File: src/rtl/oled_spi_arb_if.sv
// Bundle of signals between the OLED SPI arbiter, its requester FSMs and spi_ctrl.
// The master side is the requesters plus spi_ctrl; the slave side is the arbiter.
interface oled_spi_arb_if #(
    parameter int NREQ = 2
);
    logic [NREQ-1:0]   req;
    logic [NREQ-1:0]   lock;
    logic [NREQ*8-1:0] req_data;
    logic [NREQ-1:0]   req_dc;
    logic [NREQ-1:0]   grant;
    logic [NREQ-1:0]   ack;
    logic              busy;
    logic              err;
    logic              spi_en;
    logic [7:0]        spi_data;
    logic              spi_fin;
    logic              dc;

    modport master (
        output req, lock, req_data, req_dc, spi_fin,
        input  grant, ack, busy, err, spi_en, spi_data, dc
    );

    modport slave (
        input  req, lock, req_data, req_dc, spi_fin,
        output grant, ack, busy, err, spi_en, spi_data, dc
    );
endinterface

File: src/rtl/oled_spi_arb.sv
// Round-robin arbiter sharing one spi_ctrl byte engine and the OLED D/C line
// among NREQ requesters, with a lock input to keep ownership across a burst.
// Optional SEND watchdog enabled by defining OLED_ARB_TIMEOUT_EN.
module oled_spi_arb #(
    parameter int NREQ        = 2,
    parameter int TIMEOUT_CYC = 4096
) (
    input  logic           clk,
    input  logic           rst,
    oled_spi_arb_if.slave  bus
);
    localparam int IW = (NREQ > 2) ? 2 : 1;

    typedef enum logic [1:0] {ARB, SEND, DONE} state_t;

    // Reject unsupported configurations at elaboration.
    if (NREQ < 2 || NREQ > 4 || TIMEOUT_CYC < 2 || TIMEOUT_CYC > 65536) begin : g_bad_cfg
        $fatal(1, "oled_spi_arb: NREQ must be 2..4 and TIMEOUT_CYC 2..65536");
    end

    state_t          state, state_n;
    logic [IW-1:0]   rr, rr_n;
    logic            rr_init, rr_init_n;
    logic            lock_held, lock_held_n;
    logic [NREQ-1:0] grant, grant_n;
    logic [NREQ-1:0] ack, ack_n;
    logic            spi_en, spi_en_n;
    logic [7:0]      spi_data, spi_data_n;
    logic            dc, dc_n;
    logic [7:0]      data_arr [NREQ];
    logic            found;
    logic [IW-1:0]   winner;
    int              start;
`ifdef OLED_ARB_TIMEOUT_EN
    localparam logic [15:0] TO_LAST = 16'(TIMEOUT_CYC - 1);
    logic            err, err_n;
    logic [15:0]     count, count_n;
`endif

    // Split the packed request bytes into a per-requester array.
    always_comb begin
        for (int i = 0; i < NREQ; i++) begin
            data_arr[i] = bus.req_data[8*i +: 8];
        end
    end

    // Pick the winner: the locked owner if still requesting, else the first
    // request after the last winner (rr_init makes the first scan start at 0).
    always_comb begin
        found  = 1'b0;
        winner = rr;
        start  = 0;
        if (lock_held && bus.req[rr]) begin
            found = 1'b1;
        end else begin
            start = rr_init ? 0 : (int'(rr) + 1) % NREQ;
            for (int k = 0; k < NREQ; k++) begin
                if (!found && bus.req[IW'((start + k) % NREQ)]) begin
                    found  = 1'b1;
                    winner = IW'((start + k) % NREQ);
                end
            end
        end
    end

    // Next-state and next-output logic for the ARB/SEND/DONE sequence.
    always_comb begin
        state_n     = state;
        rr_n        = rr;
        rr_init_n   = rr_init;
        lock_held_n = lock_held;
        grant_n     = grant;
        ack_n       = ack;
        spi_en_n    = spi_en;
        spi_data_n  = spi_data;
        dc_n        = dc;
`ifdef OLED_ARB_TIMEOUT_EN
        err_n       = 1'b0;
        count_n     = count;
`endif
        case (state)
            ARB: begin
                ack_n = '0;
                if (lock_held && !bus.req[rr]) begin
                    lock_held_n = 1'b0;
                end
                if (found) begin
                    grant_n         = '0;
                    grant_n[winner] = 1'b1;
                    spi_data_n      = data_arr[winner];
                    dc_n            = bus.req_dc[winner];
                    spi_en_n        = 1'b1;
                    rr_n            = winner;
                    rr_init_n       = 1'b0;
                    state_n         = SEND;
`ifdef OLED_ARB_TIMEOUT_EN
                    count_n         = '0;
`endif
                end else if (!lock_held) begin
                    grant_n = '0;
                end
            end
            SEND: begin
                if (bus.spi_fin) begin
                    spi_en_n    = 1'b0;
                    ack_n       = '0;
                    ack_n[rr]   = 1'b1;
                    lock_held_n = bus.lock[rr];
                    state_n     = DONE;
                end
`ifdef OLED_ARB_TIMEOUT_EN
                else if (count == TO_LAST) begin
                    spi_en_n    = 1'b0;
                    err_n       = 1'b1;
                    ack_n       = '0;
                    ack_n[rr]   = 1'b1;
                    lock_held_n = 1'b0;
                    state_n     = DONE;
                end else begin
                    count_n = count + 16'd1;
                end
`endif
            end
            DONE: begin
                ack_n   = '0;
                state_n = ARB;
            end
            default: state_n = ARB;
        endcase
    end

    // State and output registers with synchronous reset.
    always_ff @(posedge clk) begin
        if (rst) begin
            state     <= ARB;
            rr        <= '0;
            rr_init   <= 1'b1;
            lock_held <= 1'b0;
            grant     <= '0;
            ack       <= '0;
            spi_en    <= 1'b0;
            spi_data  <= '0;
            dc        <= 1'b0;
`ifdef OLED_ARB_TIMEOUT_EN
            err       <= 1'b0;
            count     <= '0;
`endif
        end else begin
            state     <= state_n;
            rr        <= rr_n;
            rr_init   <= rr_init_n;
            lock_held <= lock_held_n;
            grant     <= grant_n;
            ack       <= ack_n;
            spi_en    <= spi_en_n;
            spi_data  <= spi_data_n;
            dc        <= dc_n;
`ifdef OLED_ARB_TIMEOUT_EN
            err       <= err_n;
            count     <= count_n;
`endif
        end
    end

    assign bus.grant    = grant;
    assign bus.ack      = ack;
    assign bus.spi_en   = spi_en;
    assign bus.spi_data = spi_data;
    assign bus.dc       = dc;
    assign bus.busy     = (state != ARB);
`ifdef OLED_ARB_TIMEOUT_EN
    assign bus.err      = err;
`else
    assign bus.err      = 1'b0;
`endif
endmodule
File: src/flat_wrapper.sv
// flat-port wrapper written by rule: the top's interface ports become plain ports
module oled_spi_arb_flat 
#(
    parameter int NREQ        = 2,
    parameter int TIMEOUT_CYC = 4096
)
  (clk, rst, bus_req, bus_lock, bus_req_data, bus_req_dc, bus_spi_fin, bus_grant, bus_ack, bus_busy, bus_err, bus_spi_en, bus_spi_data, bus_dc);
  oled_spi_arb_if #(.NREQ(NREQ)) bus_i ();
  input  logic clk;
  input  logic rst;
  input wire logic [$bits(bus_i.req)-1:0] bus_req;
  input wire logic [$bits(bus_i.lock)-1:0] bus_lock;
  input wire logic [$bits(bus_i.req_data)-1:0] bus_req_data;
  input wire logic [$bits(bus_i.req_dc)-1:0] bus_req_dc;
  input wire logic [$bits(bus_i.spi_fin)-1:0] bus_spi_fin;
  output wire logic [$bits(bus_i.grant)-1:0] bus_grant;
  output wire logic [$bits(bus_i.ack)-1:0] bus_ack;
  output wire logic [$bits(bus_i.busy)-1:0] bus_busy;
  output wire logic [$bits(bus_i.err)-1:0] bus_err;
  output wire logic [$bits(bus_i.spi_en)-1:0] bus_spi_en;
  output wire logic [$bits(bus_i.spi_data)-1:0] bus_spi_data;
  output wire logic [$bits(bus_i.dc)-1:0] bus_dc;
  assign bus_i.req = bus_req;
  assign bus_i.lock = bus_lock;
  assign bus_i.req_data = bus_req_data;
  assign bus_i.req_dc = bus_req_dc;
  assign bus_i.spi_fin = bus_spi_fin;
  assign bus_grant = bus_i.grant;
  assign bus_ack = bus_i.ack;
  assign bus_busy = bus_i.busy;
  assign bus_err = bus_i.err;
  assign bus_spi_en = bus_i.spi_en;
  assign bus_spi_data = bus_i.spi_data;
  assign bus_dc = bus_i.dc;
  oled_spi_arb #(.NREQ(NREQ), .TIMEOUT_CYC(TIMEOUT_CYC)) u_core (.clk(clk), .rst(rst), .bus(bus_i));
endmodule
File: config.mk
export PLATFORM = sky130hd
export DESIGN_NAME = oled_spi_arb_flat
export DESIGN_NICKNAME = d
export VERILOG_FILES = /design/src/rtl/oled_spi_arb_if.sv /design/src/rtl/oled_spi_arb.sv /design/src/flat_wrapper.sv
export SDC_FILE = /design/constraint.sdc
export NUM_CORES = 1
export LEC_CHECK = 0
export CAP_MARGIN = 20
export CORE_UTILIZATION = 41
export CTS_BUF_LIST = sky130_fd_sc_hd__clkbuf_8
export CTS_CLUSTER_SIZE = 25
export DETAILED_ROUTE_END_ITERATION = 12
export PLACE_DENSITY = 0.81
export SYNTH_ARGS = -nofsm -noshare
export SYNTH_HDL_FRONTEND = slang
export SYNTH_SLANG_ARGS = --single-unit
File: constraint.sdc
create_clock -name clk -period 1.6 [get_ports clk]
set_input_delay 0.16 -clock clk [delete_from_list [all_inputs] [get_ports clk]]
set_output_delay 0.16 -clock clk [all_outputs]
set_load 0.01 [all_outputs]
==> impl_summary.log, run 1 <==
INFO  metric floorplan.core_area = 1942 um2
INFO  metric timing.critical_path.slowest_cell_delay = 0.48 ns
INFO  metric filler_cell_count = 164
INFO  metric syn_inst = between 90 and 100
INFO  metric crit_path_depth = 2
INFO  metric tritoncts = built
INFO  metric netlist.top_cell.by_area = sky130_fd_sc_hd__dfxtp_1
INFO  metric route.met3.wl = 174 um
INFO  metric routed_wirelength = 1876 um
INFO  metric i_o_buffers = 39
INFO  metric final_max_slew_viol_count = 0
INFO  metric timing.critical_path.fanout_max = 6
INFO  metric synth.lib_cells_used.distinct = 25
INFO  metric synth_seq_area_share = 0.4517
INFO  metric switching_share = 0.2499
INFO  metric final_layout_size_suffix_gt1_frac = 0.09231
INFO  metric timing.final.setup_violations = 0
INFO  metric worst_hold_margin = 0.4572 ns
INFO  metric r2r.worst_path.cells = 5
INFO  metric clk_pin_slew = ~0.07 ns
INFO  metric hold_violations = 0
INFO  metric grt_pass1_wl = 2801 um
INFO  metric worst_skew_pair.late_latency = 0.25 ns
INFO  metric globalRouteOverflowTotal = 0
INFO  metric min_delay_worst_type = reg2reg
INFO  metric critical_path.cell_chain = or2_4 > clkdlybuf4s50_1
INFO  metric irDropWorstVdd = roughly 0.5 mV
INFO  metric hpwlAfterDp = 1435 um
INFO  metric critPathRequiredTime = ~1.4 ns
INFO  metric share_of_total_power_in_sequential_cells = 0.462
INFO  metric cts-root-to-sink-buffers = 2
INFO  metric critical_path.top_delay_family = buffers and inverters
INFO  metric drcViolationCount = 0
INFO  metric dr.max_layer_used = met3
INFO  metric largest_net_degree_at_the_start_of_global_routing = 22
INFO  metric grt_pass1_vias = 662
INFO  metric multi_input_area = 414.1 um2
INFO  metric syn_area = around 840 um2
INFO  metric ys_seq_elements = 19
INFO  metric timing.final.crit_period = 1.493 ns
INFO  metric maxClockFrequency = 670.0 MHz
INFO  metric grtUsageTotal = 0.1802
INFO  metric ios = 41
INFO  metric layout_worst_path_cycle_share = 0.9329
INFO  metric place_congestion = 0.7506
INFO  metric dieHeight = about 47 um
INFO  metric relative_contribution_of_the_clock_network_to_total_power = 0.278
INFO  metric placedCellCount = around 150
INFO  metric seqCellArea = 380.4 um2
INFO  metric cts_max_level = 1
INFO  metric synth.net_count = between 100 and 150
INFO  metric synthTopCellsByArea = sky130_fd_sc_hd__dfxtp_1 45%, sky130_fd_sc_hd__mux2i_1 14%, sky130_fd_sc_hd__a211oi_1 9.8%, sky130_fd_sc_hd__nor2_1 7.1%, sky130_fd_sc_hd__a21oi_1 3.0%
INFO  metric final_common_cell = sky130_fd_sc_hd__clkdlybuf4s50_1
INFO  metric cp_num_buf_inv = 1
INFO  metric area_growth = 57.65%
INFO  metric cpMaxStageDelayCell = sky130_fd_sc_hd__clkdlybuf4s50_1
INFO  metric fin_ws = 0.1074 ns
INFO  metric antenna_cells = 0
INFO  metric max_cap_violations = 0
INFO  metric internal_power = about 860 uW
INFO  metric instances_no_fill = 157
INFO  metric switching_power = ~290 uW
INFO  metric m1WireLength = 748 um
INFO  metric comb_power_share = 0.261
INFO  metric post-cts-setup-buffers = 0
INFO  metric postRouteAntennaNets = 0
INFO  metric avgViaCountPerCell = 4.943
INFO  metric number_of_hold_buffers_added_after_cts = 0
INFO  metric initial_antenna_violation_count = 0
INFO  metric initial_core_util = 0.4336
INFO  metric post_drt_wl_per_cell = 11.95 um
INFO  metric cts_made_buffers = 3
INFO  metric top_library_cells_by_usage_in_the_layout_fill_and_taps_aside = 39 x sky130_fd_sc_hd__clkdlybuf4s50_1, 19 x sky130_fd_sc_hd__dfxtp_1, 16 x sky130_fd_sc_hd__nor2_1, 12 x sky130_fd_sc_hd__mux2i_1, 11 x sky130_fd_sc_hd__a211oi_1
INFO  metric wl_met2 = 952 um
INFO  metric first_pass_iters = 4
INFO  metric row_count = 16
INFO  metric rsz0062_at_grt = no
INFO  metric drt_first_iter_violations = 8
INFO  metric syn_area_per_cell = about 9.3 um2
INFO  metric cts.root.buffer_cell = sky130_fd_sc_hd__clkbuf_8
INFO  metric die_outline_area = 2239 um2
INFO  metric total_number_of_vias = just under 800
INFO  metric cp-end-kind = primary output
INFO  metric clock_sink_count = 19
INFO  metric synth.top_cell.area_share = 0.4517
INFO  metric timing.critical_path.from_type = register
INFO  metric power.density_cell_area = 867.8 nW/um2
INFO  metric dpl_worst_slack = -0.1085 ns
INFO  metric die_w = 47.32 um
INFO  metric timing.setup.critical_path_class = reg2out
INFO  metric outcome = complete, no violations
INFO  metric design.final.nets = about 160
INFO  metric hold_path_depth = 2
INFO  metric worst_clock_skew = 0.003598 ns
INFO  metric yosysWarningCount = 0
INFO  metric leakage_power_of_the_design = 0.5506 nW
INFO  metric critical_path_arrival = 1.33 ns
sequential cells by signal (all words and copies together), names as in the netlist:
signal and cells:
u_core.state 2, u_core.bus.spi_data 8, u_core.rr 1, u_core.lock_held 1, u_core.bus.dc 1, u_core.bus.ack 2
u_core.bus.grant 2, u_core.bus.spi_en 1, u_core.rr_init 1
routing by layer:
metal	up-vias	GRT usage
met5	-	0
met1	352	0.1812
li1	393	-
met4	0	0.05143
met2	31	0.3397
met3	0	0.06923
stage by stage:
| step | utilization | cell area (um2) | TNS [ns] | power [mW] |
|---|---|---|---|---|
| after detailed placement | 0.6585 | 1279 | -0.5246 | 0.8410 |
| after CTS | 0.6823 | 1325 | 0 | 1.163 |
| after floorplan | - | 842.1 | 0 | 0.6835 |
| final | 0.6836 | 1328 | 0 | 1.152 |
| after global routing | 0.6836 | 1328 | 0 | 1.210 |
| after global placement | 0.6585 | 1279 | -0.04698 | 0.8336 |
power groups by stage:
stage | Clock [mW] | Combinational (mW) | Sequential (mW)
finish | 0.320 | 0.300 | 0.532
global route | 0.350 | 0.323 | 0.536
CTS | 0.330 | 0.302 | 0.531
detailed placement | 0 | 0.300 | 0.541
global placement | 0 | 0.293 | 0.541
floorplan | 0 | 0.133 | 0.550
what timing repair did:
action,4_1_cts,5_1_grt
endpoints found under the setup margin,1,1
resized for setup,1,1
gates cloned,0,0
synthesized netlist by cell type:
master                     count
sky130_fd_sc_hd__o211ai_1      1
sky130_fd_sc_hd__a31oi_1       1
sky130_fd_sc_hd__or2_0         2
sky130_fd_sc_hd__a21o_1        1
sky130_fd_sc_hd__or3b_2        1
sky130_fd_sc_hd__clkbuf_2      1
sky130_fd_sc_hd__nand3b_1      1
sky130_fd_sc_hd__dfxtp_1      19
sky130_fd_sc_hd__a21bo_1       1
sky130_fd_sc_hd__buf_4         1
sky130_fd_sc_hd__nand2b_1      2
sky130_fd_sc_hd__a211oi_1     11
sky130_fd_sc_hd__nor3_1        1
sky130_fd_sc_hd__buf_6         1
sky130_fd_sc_hd__o21ai_0       1
sky130_fd_sc_hd__buf_2         3
sky130_fd_sc_hd__nor2b_1       2
sky130_fd_sc_hd__a21oi_2       1
sky130_fd_sc_hd__mux2i_1      12
sky130_fd_sc_hd__a21oi_1       5
sky130_fd_sc_hd__nor4b_1       1
sky130_fd_sc_hd__conb_1        1
sky130_fd_sc_hd__nor2_1       16
sky130_fd_sc_hd__nand2_1       2
sky130_fd_sc_hd__clkbuf_1      3
logic make-up after synthesis:
group           count (synthesis)  share of synthesized area
compound gates                 22                     0.1813
buf+inv                         9                    0.05943
flops                          19                     0.4517
mux                            12                     0.1427
other cells                     1                   0.004453
simple gates                   28                     0.1605
worst paths after layout:
path | start | to | slack (ns)
worst max-delay path | u_core.state[1] | bus_busy | 0.11
worst min-delay path | u_core.bus.spi_en | u_core.bus.spi_en | 0.46
worst max register to register | u_core.rr | u_core.bus.dc | 0.17
worst min register to register | u_core.bus.spi_en | u_core.bus.spi_en | 0.46
worst min-delay path: stages, from the launching register on:
cell and delay, ns:
sky130_fd_sc_hd__dfxtp_1 0.31, sky130_fd_sc_hd__nand2_1 0.05, sky130_fd_sc_hd__a21oi_1 0.05
area by class of cell:
type                    instances  share of cell area
repair buffers                 44              0.3412
multi-input cells              63              0.3120
flip-flops and latches         19              0.2865
clock buffers                   3             0.03110
well taps                      27             0.02545
clock inverters                 1            0.003770
(Power assumes the default switching activity.)
==> run 2, diff against run 1 <==
--- a/config.mk
+++ b/config.mk
@@ -11,6 +11,7 @@
 export CTS_CLUSTER_SIZE = 25
 export DETAILED_ROUTE_END_ITERATION = 12
 export PLACE_DENSITY = 0.81
+export REMOVE_ABC_BUFFERS = 1
 export SYNTH_ARGS = -nofsm -noshare
 export SYNTH_HDL_FRONTEND = slang
 export SYNTH_SLANG_ARGS = --single-unit
==> impl_summary.log, run 2 (synthesis gave the netlist of run 1 again) <==
INFO  metric final_max_slew_viol_count = 0 (unchanged)
INFO  metric placedCellCount = 152 (was 153)
INFO  metric top_library_cells_by_usage_in_the_layout_fill_and_taps_aside = 39 x sky130_fd_sc_hd__clkdlybuf4s50_1, 19 x sky130_fd_sc_hd__dfxtp_1, 16 x sky130_fd_sc_hd__nor2_1, 12 x sky130_fd_sc_hd__mux2i_1, 11 x sky130_fd_sc_hd__a211oi_1 (unchanged)
INFO  metric cts-root-to-sink-buffers = 2 (unchanged)
INFO  metric timing.critical_path.fanout_max = 6 (unchanged)
INFO  metric worst_hold_margin = 0.4656 ns (was 0.4572 ns)
INFO  metric hold_path_depth = 1 (was 2)
INFO  metric internal_power = 862.2 uW (was 864.1 uW)
INFO  metric switching_power = 298.3 uW (was 287.8 uW)
INFO  metric grt_pass1_wl = 2822 um (was 2801 um)
INFO  metric cts.root.buffer_cell = sky130_fd_sc_hd__clkbuf_8 (unchanged)
INFO  metric hpwlAfterDp = 1425 um (was 1435 um)
INFO  metric initial_core_util = 0.4336 (unchanged)
INFO  metric max_cap_violations = 0 (unchanged)
INFO  metric postRouteAntennaNets = 0 (unchanged)
INFO  metric timing.setup.critical_path_class = reg2out (unchanged)
INFO  metric comb_power_share = 0.257 (was 0.261)
INFO  metric globalRouteOverflowTotal = 0 (unchanged)
INFO  metric min_delay_worst_type = reg2reg (unchanged)
INFO  metric post_drt_wl_per_cell = 11.89 um (was 11.95 um)
INFO  metric largest-register = u_core.bus.spi_data (unchanged)
INFO  metric hp-start = u_core.rr_init (was u_core.bus.spi_en)
INFO  metric grt_pass1_vias = 666 (was 662)
INFO  metric worst_clock_skew = 0.004129 ns (was 0.003598 ns)
INFO  metric post-route-cell-area = 1320 um2 (was 1328 um2)
INFO  metric instances_no_fill = 156 (was 157)
INFO  metric share_of_total_power_in_sequential_cells = 0.459 (was 0.462)
INFO  metric cp-end-kind = primary output (unchanged)
INFO  metric outcome = complete, no violations (unchanged)
INFO  metric timing.final.setup_violations = 0 (unchanged)
INFO  metric avgViaCountPerCell = 4.917 (was 4.943)
INFO  metric first_pass_iters = 4 (unchanged)
INFO  metric floorplan.core_area = 1942 um2 (unchanged)
INFO  metric post-cts-setup-buffers = 0 (unchanged)
INFO  metric initial_antenna_violation_count = 0 (unchanged)
INFO  metric leakage_power_of_the_design = 0.5460 nW (was 0.5506 nW)
INFO  metric i_o_buffers = 39 (unchanged)
INFO  metric drt_first_iter_violations = 6 (was 8)
INFO  metric drcViolationCount = 0 (unchanged)
INFO  metric place_congestion = 0.7497 (was 0.7506)
INFO  metric number_of_hold_buffers_added_after_cts = 0 (unchanged)
INFO  metric final_common_cell = sky130_fd_sc_hd__clkdlybuf4s50_1 (unchanged)
INFO  metric layout_worst_path_cycle_share = 0.9330 (was 0.9329)
INFO  metric switching_share = 0.2571 (was 0.2499)
INFO  metric critical_path_arrival = 1.33 ns (about the same)
INFO  metric die_outline_area = 2239 um2 (unchanged)
INFO  metric timing.critical_path.from_type = register (unchanged)
INFO  metric die_w = 47.32 um (unchanged)
INFO  metric total_number_of_vias = 767 (was 776)
INFO  metric design.final.nets = 155 (was 156)
INFO  metric relative_contribution_of_the_clock_network_to_total_power = 0.284 (was 0.278)
INFO  metric layout.core_utilization = 0.6798 (was 0.6836)
INFO  metric irDropWorstVdd = 0.4899 mV (was 0.5001 mV)
INFO  metric grtUsageTotal = 0.1841 (was 0.1802)
INFO  metric r2r_end = u_core.bus.spi_data[4] (was u_core.bus.dc)
INFO  metric tritoncts = built (unchanged)
INFO  metric antenna_cells = 0 (unchanged)
INFO  metric final_layout_size_suffix_gt1_frac = 0.08527 (was 0.09231)
INFO  metric hold_violations = 0 (unchanged)
INFO  metric postPlaceCellArea = 1271 um2 (was 1279 um2)
INFO  metric cts_made_buffers = 3 (unchanged)
INFO  metric largest_reg_flops = 8 (unchanged)
INFO  metric rsz0062_at_grt = no (unchanged)
INFO  metric largest_net_degree_at_the_start_of_global_routing = 22 (unchanged)
INFO  metric reg2reg_from = u_core.rr (unchanged)
INFO  metric timing.final.crit_period = 1.493 ns (about the same)
INFO  metric holdPathEnd = u_core.rr_init (was u_core.bus.spi_en)
INFO  metric cts_max_level = 1 (unchanged)
INFO  metric filler_cell_count = 162 (was 164)
INFO  metric routed_wirelength = 1855 um (was 1876 um)
INFO  metric power.density_cell_area = 879.1 nW/um2 (was 867.8 nW/um2)
INFO  metric critPathRequiredTime = 1.44 ns (about the same)
INFO  metric worst_skew_pair.late_latency = 0.26 ns (was 0.25 ns)
INFO  metric ios = 41 (unchanged)
INFO  metric maxClockFrequency = 669.9 MHz (was 670.0 MHz)
INFO  metric area_growth = 56.76% (was 57.65%)
INFO  metric r2r_slack = 0.18 ns (was 0.17 ns)
INFO  metric r2r.worst_path.cells = 5 (unchanged)
INFO  metric dieHeight = 47.32 um (unchanged)
INFO  metric clk_pin_slew = 0.07 ns (about the same)
INFO  metric row_count = 16 (unchanged)
INFO  metric clock_sink_count = 19 (unchanged)
==> run 2: changes by cell type in the layout (fill, tap and decap cells not counted), sizes merged <==
| cell | previous run | this run |
|---|---|---|
| buf | 5 | 4 |
==> run 2: what timing repair did <==
item / 4_1_cts / 5_1_grt
resized for setup: 1 / 1
pin swaps: 0 / 0
cloned: 0 / 0
endpoints found under the setup margin: 1 / 1
==> run 2: metal layers <==
| layer | track usage | share of wire |
|---|---|---|
| met1 | 0.2204 | 0.41 |
| met2 | 0.2959 | 0.49 |
| met3 | 0.05000 | 0.089 |
| met4 | 0.1029 | 0.011 |
| met5 | 0 | 0 |
==> run 2: stage by stage <==
step                worst slack (ns)  power, mW  setup TNS (ns)
global route                 0.02677      1.219               0
floorplan                    -0.1200     0.6629          -1.257
finish                        0.1072      1.160               0
detailed placement           -0.1329     0.8400         -0.7554
global placement            -0.01092     0.8297        -0.02719
CTS                         0.005498      1.170               0
==> run 2: layout make-up <==
type	count	area, um2	area share
multi-input cells	63	414.1	0.3137
repair buffers	43	445.4	0.3374
clock buffers	3	41.29	0.03128
clock inverters	1	5.005	0.003791
well taps	27	33.78	0.02559
flip-flops and latches	19	380.4	0.2882
==> run 2: how the worst max path moves through the flow <==
stage               startpoint                     end  slack, ns  depth (start not counted)
3_5_place_dp        bus_req[0]  u_core.bus.spi_data[4]      -0.13                          6
6_report       u_core.state[1]                bus_busy       0.11                          2
2_1_floorplan  u_core.state[1]               u_core.rr      -0.12                          4
3_3_place_gp        bus_req[0]  u_core.bus.spi_data[0]      -0.01                          6
5_1_grt             bus_req[0]  u_core.bus.spi_data[4]       0.03                          6
4_1_cts        u_core.state[0]                bus_busy      0.005                          2
==> run 2: power by group through the flow <==
stage	Combinational (mW)	Clock [mW]	Sequential [mW]
after floorplan	0.108	0	0.555
after global placement	0.289	0	0.541
after detailed placement	0.298	0	0.542
after CTS	0.299	0.339	0.532
after global routing	0.323	0.359	0.537
final	0.298	0.329	0.533
==> run 2: critical path, cell delays in order (launching register included) <==
cell	delay, ns
sky130_fd_sc_hd__dfxtp_1	0.32
sky130_fd_sc_hd__or2_4	0.28
sky130_fd_sc_hd__clkdlybuf4s50_1	0.48
